## config.mk

```make
export PLATFORM = sky130hd
export DESIGN_NAME = recon_fb_writer
export DESIGN_NICKNAME = d
export VERILOG_FILES = /design/src/rtl/intra_pkg.sv /design/src/rtl/recon_fb_writer.sv
export SDC_FILE = /design/constraint.sdc
export NUM_CORES = 1
export LEC_CHECK = 0
export ABC_AREA = 1
export BUFFER_PORTS_ARGS = -buffer_cell sky130_fd_sc_hd__buf_2
export CAP_MARGIN = 15
export CORE_MARGIN = 4
export CORE_UTILIZATION = 62
export CTS_BUF_LIST = sky130_fd_sc_hd__clkbuf_4 sky130_fd_sc_hd__clkbuf_8
export DETAILED_ROUTE_END_ITERATION = 10
export PLACE_DENSITY = 0.89
export SLEW_MARGIN = 20
export SYNTH_ARGS = -nofsm -noshare
export SYNTH_HDL_FRONTEND = slang
export SYNTH_SLANG_ARGS = --single-unit
```

## constraint.sdc

```tcl
create_clock -name clk -period 28.3 [get_ports clk]
set_clock_uncertainty 0.15 [all_clocks]
set_input_delay 1.415 -clock clk [delete_from_list [all_inputs] [get_ports clk]]
set_output_delay 1.415 -clock clk [all_outputs]
set_load 0.02 [all_outputs]
```

## src/rtl/intra_pkg.sv

```systemverilog
// Shared definitions for the intra reconstruction loop: FSM states, pixel width
// and the block-number to frame-store base-address mapping.
package intra_pkg;

  typedef enum logic [1:0] {IDLE, ADDR, WRITE, DONE} state_t;

  localparam int PIXEL_W = 8;

  // Pixel address of the top-left pixel of raster block mbnumber.
  function automatic logic [31:0] mb_base_addr(
    input logic [31:0] mbnumber,
    input int unsigned mbs_per_row,
    input int unsigned mb_l,
    input int unsigned mb_w,
    input int unsigned width
  );
    logic [31:0] mb_x;
    logic [31:0] mb_y;
    mb_x = mbnumber % mbs_per_row;
    mb_y = mbnumber / mbs_per_row;
    return mb_y * mb_l * width + mb_x * mb_w;
  endfunction

endpackage

```

## src/rtl/recon_fb_writer.sv

```systemverilog
// Writes one reconstructed block, row by row, into the reconstructed frame store.
// One instance per plane; block geometry is set by MB_SIZE_L x MB_SIZE_W.
module recon_fb_writer
  import intra_pkg::*;
#(
  parameter int WIDTH     = 1280,
  parameter int LENGTH    = 720,
  parameter int MB_SIZE_L = 4,
  parameter int MB_SIZE_W = 4,
  parameter int ADDR_W    = 20
) (
  input  logic                         clk,
  input  logic                         reset,
  input  logic                         in_valid,
  output logic                         in_ready,
  input  logic [31:0]                  mbnumber,
  input  logic [PIXEL_W-1:0]           pixels [MB_SIZE_L*MB_SIZE_W-1:0],
  output logic                         wr_en,
  output logic [ADDR_W-1:0]            wr_addr,
  output logic [PIXEL_W*MB_SIZE_W-1:0] wr_data,
  input  logic                         wr_ready,
  output logic                         done,
  output logic                         err
);

  localparam int NPIX        = MB_SIZE_L * MB_SIZE_W;
  localparam int MBS_PER_ROW = WIDTH / MB_SIZE_W;
  localparam int MB_TOTAL    = MBS_PER_ROW * (LENGTH / MB_SIZE_L);
  localparam int ROW_W       = (MB_SIZE_L > 1) ? $clog2(MB_SIZE_L) : 1;

  state_t               state;
  state_t               state_nxt;
  logic [31:0]          mb_p0;
  logic [PIXEL_W-1:0]   pix_p0 [NPIX-1:0];
  logic [ADDR_W-1:0]    base_p1;
  logic                 oob_p1;
  logic [ROW_W-1:0]     row_cnt;
  logic                 oob;

  assign oob = (mb_p0 >= 32'(MB_TOTAL));

  always_ff @(posedge clk) begin
    if (reset) state <= IDLE;
    else       state <= state_nxt;
  end

  // Capture stage: block latched at acceptance so the producer may move on.
  // Address stage: base and range flag registered during ADDR.
  always_ff @(posedge clk) begin
    if (reset) begin
      mb_p0   <= '0;
      base_p1 <= '0;
      oob_p1  <= 1'b0;
      row_cnt <= '0;
      for (int i = 0; i < NPIX; i++) pix_p0[i] <= '0;
    end else begin
      if (state == IDLE && in_valid) begin
        mb_p0  <= mbnumber;
        pix_p0 <= pixels;
      end
      if (state == ADDR) begin
        base_p1 <= ADDR_W'(mb_base_addr(mb_p0, MBS_PER_ROW, MB_SIZE_L, MB_SIZE_W, WIDTH));
        oob_p1  <= oob;
        row_cnt <= '0;
      end
      if (state == WRITE && wr_ready) row_cnt <= row_cnt + 1'b1;
    end
  end

  always_comb begin
    state_nxt = state;
    in_ready  = 1'b0;
    wr_en     = 1'b0;
    done      = 1'b0;
    err       = 1'b0;
    case (state)
      IDLE: begin
        in_ready = ~reset;
        if (in_valid && !reset) state_nxt = ADDR;
      end
      ADDR: state_nxt = oob ? DONE : WRITE;
      WRITE: begin
        wr_en = 1'b1;
        if (wr_ready && row_cnt == ROW_W'(MB_SIZE_L - 1)) state_nxt = DONE;
      end
      DONE: begin
        // An out-of-range block reuses DONE so err lands one cycle after ADDR.
        done      = ~oob_p1;
        err       = oob_p1;
        state_nxt = IDLE;
      end
      default: state_nxt = IDLE;
    endcase
  end

  always_comb begin
    wr_addr = '0;
    wr_data = '0;
    if (state == WRITE) begin
      wr_addr = base_p1 + ADDR_W'(row_cnt) * ADDR_W'(WIDTH);
      for (int c = 0; c < MB_SIZE_W; c++)
        wr_data[PIXEL_W*c +: PIXEL_W] = pix_p0[int'(row_cnt)*MB_SIZE_W + c];
    end
  end

endmodule

```

Word level (Yosys, flattened, before mapping)
Cells that the tools add are included.
{"block": "classes", "n_addsub": 6, "multipliers": 2, "n_eq_ne": 6, "bitwise": 2, "muxes": 23, "n_reduce_logical": 8, "n_lt_le_gt_ge": 5, "n_div": 2}
{"operator": "$bmux 8 s4", "n": 3}
{"operator": "$mux 8", "n": 7}
{"operator": "$div 32x9->32 const B", "n": 1}
{"operator": "$ge 32x16->1 const B", "n": 1}
{"operator": "$mod 32x9->32 const B", "n": 1}
{"operator": "$mux 32", "n": 1}
{"operator": "$mul 30x3->10 const B", "n": 1}
{"operator": "$add 20x13->20", "n": 1}
{"operator": "$add 20x20->20", "n": 1}
{"operator": "$mux 20", "n": 1}
{"operator": "$bmux 8 s2", "n": 1}
{"operator": "$lt 5x5->1 const B", "n": 3}
{"operator": "$add 4x2->5 const B", "n": 2}
{"operator": "$mux 2", "n": 4}
{"operator": "$pmux 2 s4", "n": 1}
{"operator": "$eq 2x2->1 const B", "n": 3}
{"operator": "$add 4x1->5 const B", "n": 1}
{"operator": "$lt 4x5->1 const B", "n": 1}
{"operator": "$mul 2x3->5 const B", "n": 1}
{"operator": "$mux 1", "n": 5}
{"operator": "$logic_and 1x1->1", "n": 4}
{"operator": "$ne 2x1->1 const B", "n": 2}
{"operator": "$add 2x1->2 const B", "n": 1}
{"operator": "$eq 2x1->1 const B", "n": 1}
{"operator": "5 further kinds", "n": 6}
{"block": "word_totals", "ff_bits": 185, "input_bits": 164, "output_inout_bits": 56}

Longest topological paths before layout
{"block": "depth", "depth_word": 5, "mapped_depth": 127, "depth_no_buf": 127}

Worst setup path after synthesis
OpenSTA, ideal clock, no wires.
{"block": "synth_timing", "path_type": "flip-flop to flip-flop", "startpoint": "register mb_p0[29]", "endpoint": "register base_p1[18]", "synth_period_minus_slack_ps": 9722, "path_stages_with_launch": 116, "setup_slack_ps": 18578, "t_required_ps": 28035, "arrival_time_ps": 9457, "cell_sequence": "dfxtp_1 inv_2 a21oi_2 nand2_4 nand2_4 nand2_2 nand2_2 inv_2 nand2_2 nand2_2 nand2_1 nand2_2 inv_2 nand2_4 nand2_2 nand2_2 nand2_2 inv_2 (+80 left out) nand2_1 nand2_2 xor2_2 o21ai_2 ha_1 ha_1 inv_1 fa_1 o21ai_0 xnor2_1 inv_1 ha_1 inv_1 nor2_1 nor2_1 xor2_1 o21ai_0 inv_1"}
{"block": "synth_between", "elab_chain_cells": 3, "word_cells_on_any_way": 4, "cone_classes": "1 x add/sub; 1 x mul; 2 x div"}
{"item": "from (decl)", "line": "recon_fb_writer.sv:33", "text": "logic [31:0] mb_p0;"}
{"item": "from (signal assigned)", "line": "recon_fb_writer.sv:58", "text": "mb_p0 <= mbnumber;"}
{"item": "$div 32x9->32", "line": "intra_pkg.sv:20", "text": "mb_y = mbnumber / mbs_per_row;"}
{"item": "$mul 30x3->10", "line": "intra_pkg.sv:21", "text": "return mb_y * mb_l * width + mb_x * mb_w;"}
{"item": "$add 20x20->20 *", "line": "intra_pkg.sv:21"}
{"item": "to (signal assigned)", "line": "recon_fb_writer.sv:62", "text": "base_p1 <= ADDR_W'(mb_base_addr(mb_p0, MBS_PER_ROW, MB_SIZE_L, MB_SIZE_W, WIDTH));"}
{"item": "to (decl)", "line": "recon_fb_writer.sv:35", "text": "logic [ADDR_W-1:0] base_p1;"}
Mark *: on every way between the ends. The rest lies on a longest branch, timed or not.
A chain may end at the register's enable or synchronous reset.

Final worst setup path
{"block": "layout_timing", "startpoint": "register mb_p0[31]", "endpoint": "register base_p1[18]"}
The elaborated chain is that of the path after synthesis.

==> impl_metrics.json <==
{
  "start_kind": "register",
  "finalNetCount": 2021,
  "fin_crit_ns": 11.20,
  "layout_common_cells": "nor2_1, o21ai_0, buf_2",
  "crit_fanout": 5,
  "synth-seq-cells": 183,
  "tns_ns": 0,
  "crit_top_cell": "nand2_2",
  "die_w_um": 139.8,
  "fin_cells": 2057,
  "slew_violations": 0,
  "cpPeakStageDelay_ns": 0.46,
  "grt_max_degree": 124,
  "synthesis.area_um2": 10760,
  "grt_usage": 0.2985,
  "postCtsSetupBuffers": 0,
  "avgSynthCellArea_um2": 6.507,
  "clock_latency_ns": 0.48,
  "cap_violations": 0,
  "vias": 11350,
  "antenna_found_initial": 0,
  "hold_viol": 0,
  "syn_inst": 1654,
  "die_h_um": 139.8,
  "finalInstanceArea_um2": 12330,
  "yosys-top-cells-area": "dfxtp_1, nor2_1, o21ai_0, nand2_1, nand3_1",
  "yosys_warnings": 0,
  "cts_resized": 0,
  "ys_seq_area_frac": 0.3404,
  "dieArea_um2": 19530,
  "cts_max_level": 4,
  "synthDistinctLibCells": 36,
  "layout_commonest_cell": "nor2_1",
  "cts_made_buffers": 17,
  "area_growth_pct": 14.58,
  "clockBufferDepth": 2,
  "crit_path_end_kind": "register",
  "cp.arrival_ns": 11.43,
  "crit_required_ns": 28.53,
  "drtPass1Iterations": 5,
  "cpMaxStageDelayCell": "dfxtp_1",
  "initial_core_util": 0.6399,
  "grt_pass1_vias": 10330,
  "drc": 0,
  "overflow": 0,
  "ios": 220,
  "fillCellCount": 1410,
  "viasPerCell": 5.517,
  "ctsHoldBuffers": 0,
  "cts.reportedPaths.clkPinSlew_ns": 0.11,
  "hpwl_um": 21700,
  "wl_per_cell_um": 14.67,
  "post-place-cells": 2025,
  "max-slew-margin-rel": 0.3011,
  "drive_gt1_frac": 0.2270,
  "worstSetupPathType": "reg2reg",
  "root_buffer": "clkbuf_8",
  "gp_congestion": 0.9120,
  "hold-worst-slack_ns": 0.3389,
  "dpl_cell_area_um2": 11910,
  "grt_pass1_wl_um": 48950,
  "cts_sinks": 183,
  "rsz0062_at_grt": "no",
  "tightest_slew_ns": 1.047,
  "core.rowCount": 47,
  "hold_path.class": "reg2reg",
  "setup-violations-final": 0,
  "max_freq_mhz": 89.30,
  "status": "finished clean",
  "core-area_um2": 16820,
  "wl_um": 30190,
  "num_antenna_cells": 0,
  "portBuffers": 217,
  "ant_nets": 0,
  "cts_tree": "built",
  "fin_crit_sh": 0.3957,
  "drt_iter0_drc": 1012,
  "synth.top_cell.area_share": 0.3404,
  "yosys.area.top_type": "dfxtp_1"
}
cells in the mapped netlist, drive strengths merged:
| master | n |
|---|---|
| a2111oi | 1 |
| nor3 | 8 |
| nor2 | 438 |
| o21bai | 2 |
| fa | 3 |
| o211ai | 2 |
| buf | 9 |
| clkbuf | 75 |
| conb | 1 |
| a31oi | 3 |
| xnor2 | 5 |
| nor4 | 6 |
| a211oi | 2 |
| o21ai | 260 |
| inv | 134 |
| nor3b | 1 |
| nand2 | 257 |
| nand4 | 4 |
| a21o | 4 |
| ha | 30 |
| dfxtp | 183 |
| a21oi | 92 |
| clkinv | 2 |
| nand3 | 123 |
| xor2 | 9 |
flip-flops by register name, summed over array words and instances (netlist names):
name     cells
oob_p1       1
pix_p0     128
mb_p0       32
base_p1     18
state        2
row_cnt      2
through the flow:
stage                     utilization  setup WS [ns]
after floorplan                     -          18.58
after global placement         0.7079          17.96
after detailed placement       0.7079          17.36
after CTS                      0.7332          17.20
after global routing           0.7332          15.84
final                          0.7332          17.10
cell type report:
| type | instances | area [µm²] | share of cell area |
|---|---|---|---|
| sequential | 183 | 3665 | 0.2972 |
| inverter | 136 | 515.5 | 0.04180 |
| clock buffer | 18 | 247.7 | 0.02009 |
| clock inverter | 14 | 178.9 | 0.01451 |
| multi-input combinational | 1261 | 6304 | 0.5112 |
| tap | 220 | 275.3 | 0.02232 |
| timing repair buffer | 225 | 1146 | 0.09294 |
worst max-delay path: cells and delay by family, from the launching register on:
family,cells,cell delay [ns]
and+or+nand+nor,82,7.10
adders and majority gates,4,1.05
AOI/OAI and AO/OA,6,1.09
xor gates and xnor gates,3,0.46
DFF,1,0.46
buffers and inverters,12,0.80
metal layers:
metal	track usage	vias up	wire length, µm
met5	0	-	0
met4	0.09842	0	812
met3	0.04494	52	2529
met2	0.4766	509	13660
met1	0.4152	5120	13190
li1	-	5668	-
cells by family after synthesis:
| kind of cell | after synthesis | share of synthesized area |
|---|---|---|
| xor+xnor | 14 | 0.01209 |
| fa+ha+maj | 33 | 0.04046 |
| simple gates | 837 | 0.3533 |
| buf+inv | 220 | 0.07812 |
| flops | 183 | 0.3404 |
| other cells | 1 | 0.0003484 |
| compound gates | 366 | 0.1753 |
path summary, 6_finish.rpt:
check / slack (ns) / cells after the start / startpoint / endpoint
min: 0.34 / 2 / pix_p0[127] / pix_p0[127]
min reg2reg: 0.34 / 2 / pix_p0[127] / pix_p0[127]
max reg2reg: 17.10 / 107 / mb_p0[31] / base_p1[18]
max: 17.10 / 107 / mb_p0[31] / base_p1[18]
Power is not shown: default switching activity piles up to over one toggle a cycle in this logic, so the estimate is an artifact.
